## config.mk

```make
export PLATFORM = sky130hd
export DESIGN_NAME = ctrl_filtro_pa200
export DESIGN_NICKNAME = d
export VERILOG_FILES = /design/src/rtl/ctrl_filtro_pa200.sv
export SDC_FILE = /design/constraint.sdc
export NUM_CORES = 1
export LEC_CHECK = 0
export ABC_AREA = 0
export CELL_PAD_IN_SITES_DETAIL_PLACEMENT = 0
export CELL_PAD_IN_SITES_GLOBAL_PLACEMENT = 1
export CORE_ASPECT_RATIO = 0.6
export CORE_UTILIZATION = 43
export CTS_BUF_LIST = sky130_fd_sc_hd__clkbuf_2
export CTS_CLUSTER_DIAMETER = 100
export DETAILED_ROUTE_END_ITERATION = 10
export PLACE_DENSITY = 0.89
export RECOVER_POWER = 25
export SYNTH_ARGS = -nofsm -noshare
export SYNTH_HDL_FRONTEND = slang
export SYNTH_SLANG_ARGS = --single-unit
```

## constraint.sdc

```tcl
create_clock -name clk -period 2.6 [get_ports clk]
set_input_delay 0.78 -clock clk [delete_from_list [all_inputs] [get_ports clk]]
set_output_delay 0.78 -clock clk [all_outputs]
set_load 0.02 [all_outputs]
```

## src/rtl/ctrl_filtro_pa200.sv

```systemverilog
// ctrl_filtro_pa200
//   Sequencer for the 200 Hz high-pass biquad datapath. Each accepted start
//   runs a fixed six-step microprogram on the MAC (dato1*dato2 + dato3):
//     f(k) = u(k) - a1*f(k-1) - a2*f(k-2)
//     y(k) = b0*f(k) + b1*f(k-1) + b2*f(k-2), b2 = b0
//   Every step holds its selects for STEP_CYCLES cycles and pulses its
//   register enable only in the last of those cycles.
//
// Ports
//   clk      in   system clock
//   reset    in   synchronous, active-high reset
//   start    in   new sample valid on UK (one-cycle pulse)
//   busy     out  computation in progress (state != IDLE)
//   done     out  one-cycle pulse, YK holds the final y(k)
//   overrun  out  one-cycle pulse, a start was ignored while not IDLE
//   muxS     out  dato1 select: 0=Uk 1=fk 2=fk1 3=fk2 4=yk
//   muxC     out  coefficient select: 0=-a1 1=-a2 2=b0(=b2) 3=b1
//   muxZ     out  dato3 select: 0=zero 1=Uk 2=fk 3=yk
//   en1      out  Y(K) register load
//   en2      out  F(K) register load
//   en3      out  F(K-1) load from fk
//   en4      out  F(K-2) load from fk1
module ctrl_filtro_pa200 #(
  parameter int unsigned STEP_CYCLES = 1
) (
  input  logic       clk,
  input  logic       reset,
  input  logic       start,
  output logic       busy,
  output logic       done,
  output logic       overrun,
  output logic [2:0] muxS,
  output logic [1:0] muxC,
  output logic [1:0] muxZ,
  output logic       en1,
  output logic       en2,
  output logic       en3,
  output logic       en4
);

  localparam int unsigned CNT_W = 4;
  localparam logic [CNT_W-1:0] LAST = CNT_W'(STEP_CYCLES - 1);

  typedef enum logic [2:0] {
    ST_IDLE  = 3'd0,
    ST_SHIFT = 3'd1,
    ST_F1    = 3'd2,
    ST_F2    = 3'd3,
    ST_Y1    = 3'd4,
    ST_Y2    = 3'd5,
    ST_Y3    = 3'd6,
    ST_DONE  = 3'd7
  } state_t;

  typedef struct packed {
    logic       busy;
    logic       done;
    logic [2:0] mux_s;
    logic [1:0] mux_c;
    logic [1:0] mux_z;
    logic       en1;
    logic       en2;
    logic       en3;
    logic       en4;
  } ctrl_t;

  state_t           state;
  logic [CNT_W-1:0] cnt;
  ctrl_t            ctrl_q;
  logic             overrun_q;

  state_t           state_nx;
  logic [CNT_W-1:0] cnt_nx;

  // State sequence; step states advance only when their hold count expires.
  function automatic state_t next_state(input state_t s, input logic [CNT_W-1:0] c,
                                        input logic st);
    logic last;
    last = (c == LAST);
    next_state = s;
    case (s)
      ST_IDLE:  if (st)   next_state = ST_SHIFT;
      ST_SHIFT: if (last) next_state = ST_F1;
      ST_F1:    if (last) next_state = ST_F2;
      ST_F2:    if (last) next_state = ST_Y1;
      ST_Y1:    if (last) next_state = ST_Y2;
      ST_Y2:    if (last) next_state = ST_Y3;
      ST_Y3:    if (last) next_state = ST_DONE;
      ST_DONE:            next_state = ST_IDLE;
      default:            next_state = ST_IDLE;
    endcase
  endfunction

  // Hold counter: counts cycles within a step, zero outside steps.
  function automatic logic [CNT_W-1:0] next_cnt(input state_t s, input logic [CNT_W-1:0] c);
    next_cnt = '0;
    if (s != ST_IDLE && s != ST_DONE && c != LAST) begin
      next_cnt = c + CNT_W'(1);
    end
  endfunction

  // Output decode for a (state, count) pair; enables only on the last hold cycle.
  function automatic ctrl_t decode(input state_t s, input logic [CNT_W-1:0] c);
    ctrl_t o;
    logic  last;
    o    = '0;
    last = (c == LAST);
    o.busy = (s != ST_IDLE);
    case (s)
      ST_SHIFT: begin
        o.en3 = last;
        o.en4 = last;
      end
      ST_F1: begin
        o.mux_s = 3'd2; o.mux_c = 2'd0; o.mux_z = 2'd1;
        o.en2   = last;
      end
      ST_F2: begin
        o.mux_s = 3'd3; o.mux_c = 2'd1; o.mux_z = 2'd2;
        o.en2   = last;
      end
      ST_Y1: begin
        o.mux_s = 3'd1; o.mux_c = 2'd2; o.mux_z = 2'd0;
        o.en1   = last;
      end
      ST_Y2: begin
        o.mux_s = 3'd2; o.mux_c = 2'd3; o.mux_z = 2'd3;
        o.en1   = last;
      end
      ST_Y3: begin
        o.mux_s = 3'd3; o.mux_c = 2'd2; o.mux_z = 2'd3;
        o.en1   = last;
      end
      ST_DONE: o.done = 1'b1;
      default: o = '0;
    endcase
    decode = o;
  endfunction

  assign state_nx = next_state(state, cnt, start);
  assign cnt_nx   = next_cnt(state, cnt);

  // Outputs are decoded from the next state so they line up with the state register.
  always_ff @(posedge clk) begin
    if (reset) begin
      state     <= ST_IDLE;
      cnt       <= '0;
      ctrl_q    <= '0;
      overrun_q <= 1'b0;
    end else begin
      state     <= state_nx;
      cnt       <= cnt_nx;
      ctrl_q    <= decode(state_nx, cnt_nx);
      overrun_q <= start && (state != ST_IDLE);
    end
  end

  assign busy    = ctrl_q.busy;
  assign done    = ctrl_q.done;
  assign overrun = overrun_q;
  assign muxS    = ctrl_q.mux_s;
  assign muxC    = ctrl_q.mux_c;
  assign muxZ    = ctrl_q.mux_z;
  assign en1     = ctrl_q.en1;
  assign en2     = ctrl_q.en2;
  assign en3     = ctrl_q.en3;
  assign en4     = ctrl_q.en4;

endmodule

```

-- Word-level counts from Yosys, hierarchy flattened
Cells that the tools add are included.
- flip-flop bits (word level): 20
- input port bits: 3
- output and inout bits: 14
- word-level logic and storage cells: 58
- add/sub/neg operators: 1
- equality and inequality tests: 15
- muxes and demuxes: 11
- bitwise gates (word level): 4
- reductions and logical operators: 16
- operators by type and width (operator ; number):
    $pmux 6 s5 ; 1
    $eq 3x3->1 const B ; 8
    $pmux 3 s8 ; 1
    $mux 3 ; 7
    $eq 3x2->1 const B ; 4
    $reduce_or 2->1 ; 5
    $logic_not 4->1 ; 2
    $reduce_or 7->1 ; 1
    $eq 3x1->1 const B ; 2
    $reduce_bool 3->1 ; 2
    $add 4x1->4 const B ; 1
    $mux 4 ; 1
    $not 1->1 ; 4
    $reduce_bool 4->1 ; 1
    $logic_and 1x1->1 ; 3
    $logic_not 3->1 ; 1
    $ne 3x3->1 const B ; 1
    $reduce_or 3->1 ; 1
    $mux 1 ; 1

-- Depth between registers and ports, before layout
Gate-level depths: netlist of run 1.
- word-level depth: 7
- depth in mapped cells: 7
- gate-level depth less buffers: 6

-- Worst setup path before layout of run 1
No wires, ideal clock.
- kind: register to register
- from: reg cnt[0]
- to: reg ctrl_q, in the netlist en2
- library setup time: 0.079 ns
- arrival: 1.537 ns
- data required time: 2.521 ns
- path slack: 0.983 ns
- stages on the path, launching flop included: 7
- buffers on the path: 0
- clock period less this slack: 1.617 ns
- cells stage by stage: dfxtp_1 > inv_1 > ha_1 > or4_1 > a31oi_1 > o21ai_1 > a211oi_2
- cells in the longest elaborated chain, start to end: 7
- elaborated cells on any way between the ends: 18
- classes of those cells: 1 x add/sub; 2 x eq/ne; 8 x mux; 1 x bitwise; 6 x reduce/logical
- ends and longest elaborated chain (item ; RTL line ; text):
    start, declared ; 68 ; logic [CNT_W-1:0] cnt;
    start signal, assigned ; 152 ; cnt <= cnt_nx;
    $logic_not 4->1 ; 79 ; last = (c == LAST);
    $mux 3, or another cell as far along ; 88 ; ST_Y3: if (last) next_state = ST_DONE;
    $pmux 3 s8 ; 81 ; case (s)
    $eq 3x2->1 ; 109 ; case (s)
    $reduce_or 2->1 (no source line) ; -- ;
    $not 1->1 (no source line) ; -- ;
    $reduce_or 2->1 (no source line) ; -- ;
    end signal, assigned ; 153 ; ctrl_q <= decode(state_nx, cnt_nx);
    end, declared ; 69 ; ctrl_t ctrl_q;
Parallel ways exist; a longest one is shown, timed or not.
A chain may end at the register's enable or synchronous reset.

-- Worst setup path in the final report of run 1
- from: reg ctrl_q, in the netlist done
- to: out done
- RTL lines (item ; RTL line ; text):
    end, declared ; 30 ; output logic done,
No word-level cell between the ends.

==> impl_metrics.py, run 1 <==
metrics = {
    "route": {
        "dr_total_vias": 760,
        "drt-total-wl_mm": 1.84,
        "drc_errors": 0,
        "drtAntennaViolNets": 0,
        "vias_per_cell": 5.28,
        "routedWlPerCell_um": 12.8,
        "drtPass1Iterations": 4,
        "first_iter_violations": 24,
    },
    "outcome": {
        "status": "completed",
    },
    "timing": {
        "drv_slew": 0,
        "slew_headroom": 0.602,
        "hold_viol_final": 0,
        "fmax_mhz": 479,
        "finalCritPeriodShare": 0.804,
        "rsz0062_at_grt": "false",
        "clock_skew_ns": 0.0266,
        "setup_viol_count_final": 0,
        "period_needed_ns": 2.09,
        "tightest_slew_ns": 0.595,
        "holdWs_ns": 0.521,
        "fin_tns_setup_ns": 0,
    },
    "synthesis": {
        "synth_edf_count": 0,
        "synth.net_count": 111,
        "avgSynthCellArea_sq_um": 8.79,
        "synth_top_area_share": 0.408,
        "synth-seq-area-share": 0.408,
        "ys_types": 39,
        "synth_common_cells": "dfxtp_1 (19), nor2_1 (12), a21oi_1 (8), nand2_1 (8)",
        "synth_seq_cells": 19,
        "syn_inst": 106,
        "synthArstFlopShare": 0,
        "synth_ff_type": "dfxtp_1",
        "yosysMostFrequentCell": "dfxtp_1",
        "syn_area_sq_um": 932,
        "synth_warnings": 0,
        "synthTopCellsByArea": "dfxtp_1 (41%), nor2_1 (4.8%), a21oi_1 (4.3%), buf_6 (3.6%), nand2_1 (3.2%)",
        "synth.largest_area_cell": "dfxtp_1",
    },
    "place": {
        "io_buffers": 15,
        "hpwl_mm": 1.32,
        "dp_cells": 140,
        "place.gp.congestion": 0.783,
    },
    "critical_path": {
        "path_buf_inv": 1,
        "crit_chain": "clkdlybuf4s50_1",
        "path_class": "reg -> out",
        "arrival_ns": 1.31,
        "cp-start-kind": "register",
        "cp_slowest_stage_delay_ns": 0.61,
        "endpoint_kind": "output port",
        "critical_path.top_delay_family": "buffers and inverters",
        "crit_required_ns": 1.82,
        "cp_max_fo": 1,
        "slowest_stage": "clkdlybuf4s50_1",
    },
    "clock_network": {
        "hold_buffers": 0,
        "tritoncts": "done",
        "clock_latency_ns": 0.33,
        "ctsResizeCount": 0,
        "cts-buffers-inserted": 3,
        "cts_root_buf": "clkbuf_2",
        "cts.sinks": 19,
        "h-tree-depth": 1,
        "path_clk_slew_ns": 0.20,
        "cts_setup_buffers": 0,
        "cts_buffer_depth": 2,
    },
    "hold_path": {
        "hold_path.class": "reg -> reg",
    },
    "die": {
        "die_h_um": 38.1,
        "fp.dieW_um": 62.1,
        "core_area_sq_um": 1940,
        "io_pins": 17,
        "die-area_sq_um": 2360,
        "start_util": 0.481,
        "core.rowCount": 12,
    },
    "finish": {
        "syn_to_final_growth_pct": 13.2,
        "stdcell_count": 144,
        "utilization": 0.545,
        "layout.nets": 122,
        "post_route_cells_drive_above_1_share": 0.0603,
        "diodes": 0,
    },
    "global_routing": {
        "grt_pass1_wl_mm": 3.02,
        "use_met1": 0.244,
        "grt_usage": 0.177,
        "grt_pass1_vias": 620,
        "grt_max_degree": 18,
        "overflow": 0,
        "met2_usage": 0.247,
        "grtUsageMet3": 0.0714,
        "antenna_found_initial": 0,
        "busiest_layer": "met2",
    },
    "power_and_ir_drop": {
        "vdd_drop_max_mv": 0.345,
        "power_leakage_nw": 0.374,
        "powerDensity_nw_per_um2": 526,
    },
    "run": {
        "maxCapViolCount": 0,
    },
}
[where the power goes]
| group | leakage [nW] | total, W | internal (W) | switching (W) |
|---|---|---|---|---|
| Clock | 0.0126 | 0.000131 | 0.0000359 | 0.0000956 |
| Combinational | 0.207 | 0.0000988 | 0.0000475 | 0.0000513 |
| Sequential | 0.155 | 0.000325 | 0.000308 | 0.0000172 |
| Total | 0.374 | 0.000555 | 0.000391 | 0.000164 |
[final timing paths]
| path | slack (ns) | cells after the start | from | end |
|---|---|---|---|---|
| min | 0.52 | 1 | cnt[0] | cnt[0] |
| max | 0.51 | 1 | done | done |
| min reg2reg | 0.52 | 1 | cnt[0] | cnt[0] |
| max reg2reg | 0.70 | 5 | cnt[0] | en2 |
[metal layers]
| layer | up-vias | wire length (um) |
|---|---|---|
| met5 | - | 0 |
| met4 | 0 | 16 |
| met3 | 2 | 132 |
| met2 | 36 | 761 |
| met1 | 338 | 927 |
| li1 | 384 | - |
[metrics by stage]
step | setup WS [ns] | area [sq um] | total power [W]
floorplan | 0.983 | 932 | 0.000396
global placement | 0.539 | 1030 | 0.000427
detailed placement | 0.483 | 1030 | 0.000429
CTS | 0.492 | 1060 | 0.000561
global route | 0.430 | 1050 | 0.000584
finish | 0.511 | 1050 | 0.000555
[flip-flops by register name, summed over array words and instances (netlist names), 2 cells and up]
register	flops
muxC	2
muxZ	2
state	3
muxS	2
cnt	4
[kinds of logic after synthesis]
group	count (synthesis)	synth area share
AOI/OAI and AO/OA	25	0.166
xor gates and xnor gates	4	0.0376
adders and majority gates	3	0.0376
buffers and inverters	14	0.109
DFF	19	0.408
muxes	1	0.0107
other	1	0.00402
and+or+nand+nor	39	0.227
[layout make-up]
cell class | instances | area (sq um)
Sequential cell | 19 | 380
Inverter | 5 | 18.8
Timing Repair Buffer | 15 | 150
Fill cell | 185 | 882
Tap cell | 28 | 35.0
Clock inverter | 1 | 7.51
Clock buffer | 3 | 15.0
Multi-Input combinational cell | 73 | 448
[cell usage in the layout, fill, tap and decap left out, types with 2 or more instances in the layout]
master           instances
dfxtp_1                 19
clkdlybuf4s50_1         14
nor2_1                  12
nand2_1                  8
a21oi_1                  8
inv_1                    5
o21ai_0                  5
nand3_1                  5
xnor2_1                  3
a31oi_1                  3
nand2b_1                 3
clkbuf_2                 3
a211oi_1                 2
ha_1                     2
Note: power is estimated with default switching activity, not from simulation.
==> inputs of run 2 (changes only) <==
--- a/config.mk
+++ b/config.mk
@@ -9,11 +9,11 @@
 export CELL_PAD_IN_SITES_DETAIL_PLACEMENT = 0
 export CELL_PAD_IN_SITES_GLOBAL_PLACEMENT = 1
 export CORE_ASPECT_RATIO = 0.6
-export CORE_UTILIZATION = 43
+export CORE_UTILIZATION = 36
 export CTS_BUF_LIST = sky130_fd_sc_hd__clkbuf_2
 export CTS_CLUSTER_DIAMETER = 100
 export DETAILED_ROUTE_END_ITERATION = 10
-export PLACE_DENSITY = 0.89
+export PLACE_DENSITY = 0.8
 export RECOVER_POWER = 25
 export SYNTH_ARGS = -nofsm -noshare
 export SYNTH_HDL_FRONTEND = slang
==> constraint.sdc (replaced) <==
create_clock -name clk -period 1.8 [get_ports clk]
set_input_delay 0.54 -clock clk [delete_from_list [all_inputs] [get_ports clk]]
set_output_delay 0.54 -clock clk [all_outputs]
set_load 0.02 [all_outputs]
==> impl_metrics.py, run 2 (synthesis results as in run 1) <==
metrics = {
    "die": {
        "core.rowCount": 13,
        "io_pins": 17,
        "core_area_sq_um": 2290,
        "die_h_um": 41.4,
        "die-area_sq_um": 2800,
        "fp.dieW_um": 67.7,
        "start_util": 0.406,
    },
    "global_routing": {
        "grt_max_degree": 18,
        "overflow": 0,
        "grt_usage": 0.141,
        "antenna_found_initial": 0,
        "grt_pass1_wl_mm": 2.89,
        "grt_pass1_vias": 660,
    },
    "timing": {
        "drv_slew": 0,
        "fin_ws_ns": 0.126,
        "clock_skew_ns": 0.00552,
        "period_needed_ns": 1.67,
        "setup_viol_count_final": 0,
        "hold_viol_final": 0,
        "slew_headroom": 0.609,
        "fin_tns_setup_ns": 0,
        "finalCritPeriodShare": 0.930,
        "rsz0062_at_grt": "false",
        "tightest_slew_ns": 0.585,
        "fmax_mhz": 598,
    },
    "finish": {
        "largest_reg_flops": 4,
        "regMostFlops": "cnt",
        "reg.largest.list": "cnt: 4 flops, state: 3 flops",
        "fillers": 226,
        "utilization": 0.475,
        "layout_commonest_cell": "dfxtp_1",
        "seq_area_sq_um": 382,
        "final_cell_mix": "dfxtp_1 (18), nor2_1 (12), dlygate4sd2_1 (12)",
        "diodes": 0,
        "layout.nets": 128,
        "syn_to_final_growth_pct": 16.8,
        "post_route_cells_drive_above_1_share": 0.131,
        "multi_input_comb_area_sq_um": 457,
    },
    "power_and_ir_drop": {
        "power_leakage_nw": 0.452,
        "powerDensity_nw_per_um2": 725,
        "vdd_drop_max_mv": 0.258,
    },
    "clock_network": {
        "cts_root_buf": "clkbuf_2",
        "tritoncts": "done",
        "cts_setup_buffers": 0,
        "cts.sinks": 19,
        "clock_latency_ns": 0.31,
        "cts-buffers-inserted": 3,
        "h-tree-depth": 1,
        "cts_buffer_depth": 2,
        "path_clk_slew_ns": 0.18,
    },
    "route": {
        "first_iter_violations": 42,
        "dr_total_vias": 788,
        "drc_errors": 0,
        "drtAntennaViolNets": 0,
        "drt-total-wl_mm": 1.81,
        "routedWlPerCell_um": 11.9,
        "vias_per_cell": 5.18,
        "drtPass1Iterations": 4,
    },
    "critical_path": {
        "r2r_start": "cnt[0]",
        "crit_required_ns": 2.05,
        "crit_chain": "ha_1, or4bb_1, a31oi_2, o21ai_1, a211oi_2",
        "path_class": "reg -> reg",
        "endpoint_kind": "register",
        "slowest_stage": "or4bb_1",
        "cp_max_fo": 5,
        "arrival_ns": 1.92,
        "crit_start": "cnt[0]",
        "critical_path.top_delay_family": "compound AO/OA/AOI/OAI gates",
        "cp-start-kind": "register",
        "cp_slowest_stage_delay_ns": 0.52,
        "path_buf_inv": 0,
    },
    "hold_path": {
        "worstHoldStart": "cnt[0]",
        "hold_path.class": "reg -> reg",
    },
    "run": {
        "maxCapViolCount": 0,
    },
    "place": {
        "post-place-ws_ns": 0.0597,
        "place.gp.congestion": 0.810,
        "io_buffers": 15,
        "hpwl_mm": 1.26,
    },
    "outcome": {
        "status": "completed",
    },
}
## run 2: worst paths after layout
path,end,slack [ns],cells past startpoint
max,en2,0.13,5
min,cnt[0],0.46,1
max reg2reg,en2,0.13,5
min reg2reg,cnt[0],0.46,1
## run 2: what timing repair did
item                       in CTS  in global routing
pin swaps                       0                  1
setup endpoints to repair      12                  4
hold buffers                    0                  0
resized for setup              12                  3
## run 2: metal layers
metal | up-vias | global-route usage | share of wire
met4 | 0 | 0.0426 | 0.0072
met5 | - | 0 | 0
li1 | 395 | - | -
met3 | 2 | 0.0714 | 0.063
met1 | 372 | 0.183 | 0.52
met2 | 19 | 0.200 | 0.41
## run 2: final cells by class
type                       count  share of cell area
clock buffer                   4              0.0184
inverter                       5              0.0172
multi-input combinational     73               0.420
sequential                    19               0.351
tap                           30              0.0345
timing repair buffer          21               0.160
## run 2: stage by stage
| stage | area [sq um] | hold WS, ns | instances | total power (W) |
|---|---|---|---|---|
| 2_1_floorplan | 932 | 0.441 | 106 | 0.000572 |
| 3_3_place_gp | 1080 | 0.461 | 148 | 0.000623 |
| 3_5_place_dp | 1080 | 0.481 | 148 | 0.000625 |
| 4_1_cts | 1090 | 0.522 | 152 | 0.000803 |
| 5_1_grt | 1090 | 0.477 | 152 | 0.000832 |
| 6_report | 1090 | 0.460 | 152 | 0.000789 |
## run 2: report_power, final
group          internal (W)  leakage, nW  switching [W]  total (W)
clock network     0.0000589       0.0166       0.000131   0.000189
registers          0.000444        0.156      0.0000194   0.000464
logic             0.0000577        0.280      0.0000787   0.000136
total              0.000561        0.452       0.000229   0.000789
